$ cat src/rtl/ipv4_cksum_ctrl_pkg.sv
// Shared types and constants for the IPv4 checksum sequencer.
// Bus widths, error codes and FSM state encodings.
package ipv4_cksum_ctrl_pkg;

  localparam int ADDR_BUS = 32;
  localparam int DATA_BUS = 32;

  localparam logic TRUE  = 1'b1;
  localparam logic FALSE = 1'b0;

  localparam logic [DATA_BUS-1:0] ZERO_WORD = '0;

  localparam logic [3:0] IHL_MIN = 4'd5;

  typedef enum logic [1:0] {
    ERR_OK      = 2'd0,
    ERR_IHL     = 2'd1,
    ERR_ALIGN   = 2'd2,
    ERR_TIMEOUT = 2'd3
  } err_e;

  typedef enum logic [2:0] {
    S_IDLE    = 3'd0,
    S_READ    = 3'd1,
    S_CAPTURE = 3'd2,
    S_START   = 3'd3,
    S_ACK     = 3'd4,
    S_WAIT    = 3'd5,
    S_DONE    = 3'd6,
    S_SPARE   = 3'd7
  } state_e;

endpackage

$ cat src/rtl/ipv4_cksum_ctrl.sv
// Sequencer: fetches the IHL byte, programs the checksum engine,
// then waits for completion under a shared ACK+WAIT cycle budget.
module ipv4_cksum_ctrl
  import ipv4_cksum_ctrl_pkg::*;
#(
  parameter int TIMEOUT_CYCLES  = 256,
  parameter int CKSUM_FIELD_OFF = 10
) (
  input  logic                clk,
  input  logic                rst,
  input  logic                req_i,
  input  logic [ADDR_BUS-1:0] hdr_addr_i,
  output logic                done_o,
  output logic [1:0]          err_o,
  output logic                sram_ce_o,
  output logic                sram_we_o,
  output logic [ADDR_BUS-1:0] sram_addr_o,
  output logic [3:0]          sram_sel_o,
  input  logic [DATA_BUS-1:0] sram_data_i,
  output logic                sram_mux_o,
  output logic                cksum_start_o,
  output logic [ADDR_BUS-1:0] cksum_field_start_o,
  output logic [DATA_BUS-1:0] cksum_field_len_o,
  output logic [ADDR_BUS-1:0] cksum_dst_start_o,
  input  logic                cksum_ready_i
);

  localparam int CW = (TIMEOUT_CYCLES > 1) ?
                      $clog2(TIMEOUT_CYCLES) : 1;

  state_e              state_q, state_d;
  err_e                err_q, err_d;
  logic [CW-1:0]       cnt_q, cnt_d;
  logic [ADDR_BUS-1:0] addr_q, addr_d;
  logic                ce_q, ce_d;
  logic [ADDR_BUS-1:0] saddr_q, saddr_d;
  logic                start_q, start_d;
  logic                mux_q, mux_d;
  logic [ADDR_BUS-1:0] fs_q, fs_d;
  logic [DATA_BUS-1:0] len_q, len_d;
  logic [ADDR_BUS-1:0] dst_q, dst_d;
  logic [3:0]          ihl;
  logic                tmo;
  logic                unused_data;

  // Only the IHL nibble of either big-endian half is consumed.
  assign unused_data = ^{sram_data_i[31:28],
                         sram_data_i[23:12],
                         sram_data_i[7:0]};

  assign tmo = (cnt_q == CW'(TIMEOUT_CYCLES - 1));

  always_comb begin
    state_d = state_q;
    err_d   = err_q;
    cnt_d   = cnt_q;
    addr_d  = addr_q;
    ce_d    = FALSE;
    saddr_d = saddr_q;
    start_d = start_q;
    mux_d   = mux_q;
    fs_d    = fs_q;
    len_d   = len_q;
    dst_d   = dst_q;
    ihl     = addr_q[1] ? sram_data_i[11:8]
                        : sram_data_i[27:24];
    unique case (state_q)
      S_IDLE: begin
        if (req_i) begin
          addr_d = hdr_addr_i;
          if (hdr_addr_i[0]) begin
            err_d   = ERR_ALIGN;
            state_d = S_DONE;
          end else begin
            ce_d    = TRUE;
            saddr_d = hdr_addr_i;
            state_d = S_READ;
          end
        end
      end
      S_READ: state_d = S_CAPTURE;
      S_CAPTURE: begin
        if (ihl < IHL_MIN) begin
          err_d   = ERR_IHL;
          state_d = S_DONE;
        end else begin
          fs_d    = addr_q;
          len_d   = DATA_BUS'({ihl, 2'b00});
          dst_d   = addr_q + ADDR_BUS'(CKSUM_FIELD_OFF);
          state_d = S_START;
        end
      end
      S_START: begin
        start_d = TRUE;
        mux_d   = TRUE;
        cnt_d   = '0;
        state_d = S_ACK;
      end
      S_ACK: begin
        if (!cksum_ready_i) begin
          state_d = S_WAIT;
        end else if (tmo) begin
          start_d = FALSE;
          mux_d   = FALSE;
          err_d   = ERR_TIMEOUT;
          state_d = S_DONE;
        end
        if (!tmo) cnt_d = cnt_q + CW'(1);
      end
      S_WAIT: begin
        // Completion outranks a budget expiring on the same cycle.
        if (cksum_ready_i) begin
          start_d = FALSE;
          mux_d   = FALSE;
          err_d   = ERR_OK;
          state_d = S_DONE;
        end else if (tmo) begin
          start_d = FALSE;
          mux_d   = FALSE;
          err_d   = ERR_TIMEOUT;
          state_d = S_DONE;
        end else begin
          cnt_d = cnt_q + CW'(1);
        end
      end
      S_DONE: begin
        if (!req_i) begin
          err_d   = ERR_OK;
          state_d = S_IDLE;
        end
      end
      default: state_d = S_IDLE;
    endcase
  end

  always_ff @(posedge clk or negedge rst) begin
    if (!rst) begin
      state_q <= S_IDLE;
      err_q   <= ERR_OK;
      cnt_q   <= '0;
      addr_q  <= '0;
      ce_q    <= FALSE;
      saddr_q <= '0;
      start_q <= FALSE;
      mux_q   <= FALSE;
      fs_q    <= '0;
      len_q   <= ZERO_WORD;
      dst_q   <= '0;
    end else begin
      state_q <= state_d;
      err_q   <= err_d;
      cnt_q   <= cnt_d;
      addr_q  <= addr_d;
      ce_q    <= ce_d;
      saddr_q <= saddr_d;
      start_q <= start_d;
      mux_q   <= mux_d;
      fs_q    <= fs_d;
      len_q   <= len_d;
      dst_q   <= dst_d;
    end
  end

  assign done_o              = (state_q == S_DONE);
  assign err_o               = err_q;
  assign sram_ce_o           = ce_q;
  assign sram_we_o           = FALSE;
  assign sram_addr_o         = saddr_q;
  assign sram_sel_o          = 4'b0000;
  assign sram_mux_o          = mux_q;
  assign cksum_start_o       = start_q;
  assign cksum_field_start_o = fs_q;
  assign cksum_field_len_o   = len_q;
  assign cksum_dst_start_o   = dst_q;

endmodule
$ cat config.mk
export PLATFORM = sky130hd
export DESIGN_NAME = ipv4_cksum_ctrl
export DESIGN_NICKNAME = d
export VERILOG_FILES = /design/src/rtl/ipv4_cksum_ctrl_pkg.sv /design/src/rtl/ipv4_cksum_ctrl.sv
export SDC_FILE = /design/constraint.sdc
export NUM_CORES = 1
export LEC_CHECK = 0
export CORE_ASPECT_RATIO = 0.8
export CORE_UTILIZATION = 50
export DETAILED_ROUTE_END_ITERATION = 8
export GPL_TIMING_DRIVEN = 0
export PLACE_DENSITY_LB_ADDON = 0.2
export SYNTH_ARGS = -nofsm -noshare
export SYNTH_HDL_FRONTEND = slang
export SYNTH_SLANG_ARGS = --single-unit
$ cat constraint.sdc
create_clock -name clk -period 2.7 [get_ports clk]
set_input_delay 0.675 -clock clk [delete_from_list [all_inputs] [get_ports clk]]
set_output_delay 0.675 -clock clk [all_outputs]
set_load 0.05 [all_outputs]
==> impl_metrics.py <==
metrics = {
    "logic_synthesis": {
        "ys_warn_count": 0,
        "yosys-top-cells-count": "dfrtp_1 (146), mux2_2 (96), nand2_1 (48), o21ai_0 (39), buf_4 (36)",
        "synth-edff-count": 0,
        "synth_top_area_frac": 0.5531,
        "ys_seq_area_frac": 0.5531,
        "async_flop_share": 1.000,
        "yosys_most_used_dff": "dfrtp_1",
        "yosys.cell_types.count": 55,
        "yosysMostFrequentCell": "dfrtp_1",
        "ys_ff_latch": 146,
        "postSynthAreaPerCell_um2": 12.21,
        "yosys-top-cells-area": "dfrtp_1 (55%), mux2_2 (16%), buf_4 (4.1%)",
        "netlist_instances": 541,
        "synth_top_area_cell": "dfrtp_1",
        "netlist_area_um2": 6605,
    },
    "setup_path": {
        "start_kind": "register",
        "arrival_ps": 1810,
        "worstPathRequired_ps": 2030,
        "slowest_stage": "dfrtp_1",
        "end_kind": "output pin",
        "crit_type": "reg -> out",
        "max_stage_delay_ps": 450,
        "crit_fanout": 10,
        "crit_chain": "clkbuf_1 -> nand2b_1 -> nor2_1 -> clkdlybuf4s15_2",
    },
    "placed_design": {
        "hpwl_um": 11180,
        "dpl_cell_area_um2": 8458,
        "routabilityCongestion": 0.8617,
        "io_buffers": 148,
        "place_inst": 898,
    },
    "clock_tree": {
        "post_cts_buffers": 0,
        "cts_hold_buf": 0,
        "postCtsResizedCells": 3,
        "cts_tree": "done",
        "cts_buffer_depth": 2,
        "cts_max_level": 4,
        "clkSlewWorstSetupHoldPaths_ps": 60,
        "root_buffer": "clkbuf_16",
        "cts_sinks": 146,
        "clkLatencyLatePin_ps": 420,
        "cts_made_buffers": 17,
    },
    "pwr": {
        "p_leak_uw": 0.003958,
        "ir_drop_v": 0.001187,
        "p_per_area_nw_per_um2": 1505,
    },
    "finish": {
        "nets": 812,
        "fin_area_um2": 9092,
        "n_fill_cell": 940,
        "area_delta_synth_final_pct": 37.66,
        "utilization": 0.7065,
        "layout-drive-gt1-share": 0.2570,
        "diodes": 0,
        "layout.cells.non_filler": 930,
    },
    "detailed_routing": {
        "drt-initial-drc-count": 251,
        "post_drt_via_cell_ratio": 5.127,
        "detail-route-antenna-nets": 0,
        "wl_per_cell_um": 17.08,
        "wl_um": 15880,
        "via_count": 4768,
        "drc": 0,
        "drtPass1Iterations": 4,
    },
    "status": {
        "status": "finished, final reports clean",
    },
    "sta": {
        "holdWs_ps": 171.3,
        "report.final.slew_viol_count": 0,
        "period_share": 0.9210,
        "setup_viol": 0,
        "rsz0062_at_grt": "no",
        "slew_headroom": 0.3554,
        "fin_crit_ps": 2487,
        "skew_ps": 7.875,
        "max_freq_ghz": 0.4021,
        "tightest_slew_ps": 964.4,
        "hold_violations": 0,
    },
    "floorplanning": {
        "initial_utilization": 0.5132,
        "ios": 207,
        "core_region_area_um2": 12870,
        "fp.dieH_um": 104.8,
        "fp-row-count": 37,
        "die_area_um2": 13680,
        "die_x_um": 130.5,
    },
    "grt": {
        "gr-total-overflow": 0,
        "grt_max_degree": 101,
        "grt_pass1_vias": 4945,
        "antenna_found_initial": 0,
        "grt_pass1_wl_um": 25670,
        "grt.total_usage": 0.2502,
    },
    "hold_path": {
        "hp-class": "in -> async",
    },
    "job": {
        "drv_cap": 0,
    },
}
==> registers in the layout (all words and copies together), names as in the netlist, 2 cells and up <==
signal and flops:
addr_q 32, cksum_dst_start_o 31, cksum_field_len_o 4, cksum_field_start_o 32, cnt_q 8, err_o 2
sram_addr_o 31, state_q 3
==> routing by layer <==
layer  up-vias  share of wire  track usage
li1       2231              -            -
met1      2358           0.43       0.3182
met2       159           0.48       0.4006
met3        20          0.069      0.08193
met4         0          0.015      0.08292
met5         -              0            0
==> cell families (layout without fill, tap and decap cells) <==
kind of cell	count (synthesis)	count (layout)	synth area share
XOR/XNOR	32	32	0.04243
adder cells (fa/ha/maj)	3	3	0.005303
AO/OA/AOI/OAI	69	69	0.06176
AND/OR/NAND/NOR	125	125	0.1032
other	1	34	0.0005677
multiplexers	101	101	0.1714
buffers and inverters	64	245	0.06213
flip-flops	146	146	0.5531
==> worst paths after layout <==
path / from / endpoint / slack, ps / cells after the start
worst max-delay path: state_q[0] / done_o / 210 / 4
max in group asynchronous: rst / cksum_field_start_o[8] / 1690 / 2
worst min register to register: cksum_field_len_o[4] / cksum_field_len_o[4] / 480 / 2
min in group clk: cksum_field_len_o[4] / cksum_field_len_o[4] / 480 / 2
worst max register to register: addr_q[1] / cksum_dst_start_o[14] / 500 / 6
worst min-delay path: rst / cnt_q[2] / 170 / 1
==> layout by cell type (no fill, tap or decap), types with 5 or more instances in the layout <==
cell | netlist | layout
and3_1 | 8 | 8
nand3_1 | 11 | 11
xnor2_1 | 11 | 11
nand4_1 | 7 | 7
and2_1 | 5 | 5
nor2_1 | 15 | 15
o21ai_0 | 39 | 39
dfrtp_1 | 146 | 146
nand2_1 | 48 | 48
clkbuf_1 | 12 | 11
buf_4 | 36 | 36
clkbuf_16 | 0 | 17
clkdlybuf4s50_1 | 0 | 146
conb_1 | 1 | 34
xor2_1 | 21 | 21
mux2_2 | 96 | 96
a21oi_1 | 9 | 9
buf_2 | 10 | 10
==> cell type report <==
class                           instances  area, um2  share of cell area
Timing Repair Buffer                  149       1511              0.1662
Multi-Input combinational cell        364       2665              0.2931
Clock inverter                         10      155.1             0.01706
Inverter                                3      11.26            0.001238
Sequential cell                       146       3654              0.4018
Tap cell                              175      219.0             0.02408
Clock buffer                           22      474.2             0.05215
Buffer                                 61      402.9             0.04431
==> per-stage QoR <==
stage	setup TNS, ps	total power, uW	setup slack [ps]
after floorplan	0	8824	458.7
after global placement	-699380	10980	-4732
after detailed placement	-11120	11180	-302.1
after CTS	0	13760	4.129
after global routing	0	14370	95.49
final	0	13680	213.3
==> worst max-delay path, delay by kind of cell, from the launching register on <==
family,cells,cell delay (ps)
flops,1,450
buf+inv,2,620
simple gates,2,310
==> report_power, final <==
part | leakage (uW) | internal, uW | switching, uW | total [uW]
Sequential | 0.00178 | 3260 | 828 | 4080
Combinational | 0.00187 | 2670 | 4430 | 7100
Clock | 0.000306 | 1610 | 885 | 2500
Total | 0.00396 | 7540 | 6140 | 13700
Note: power is estimated with default switching activity, not from simulation.
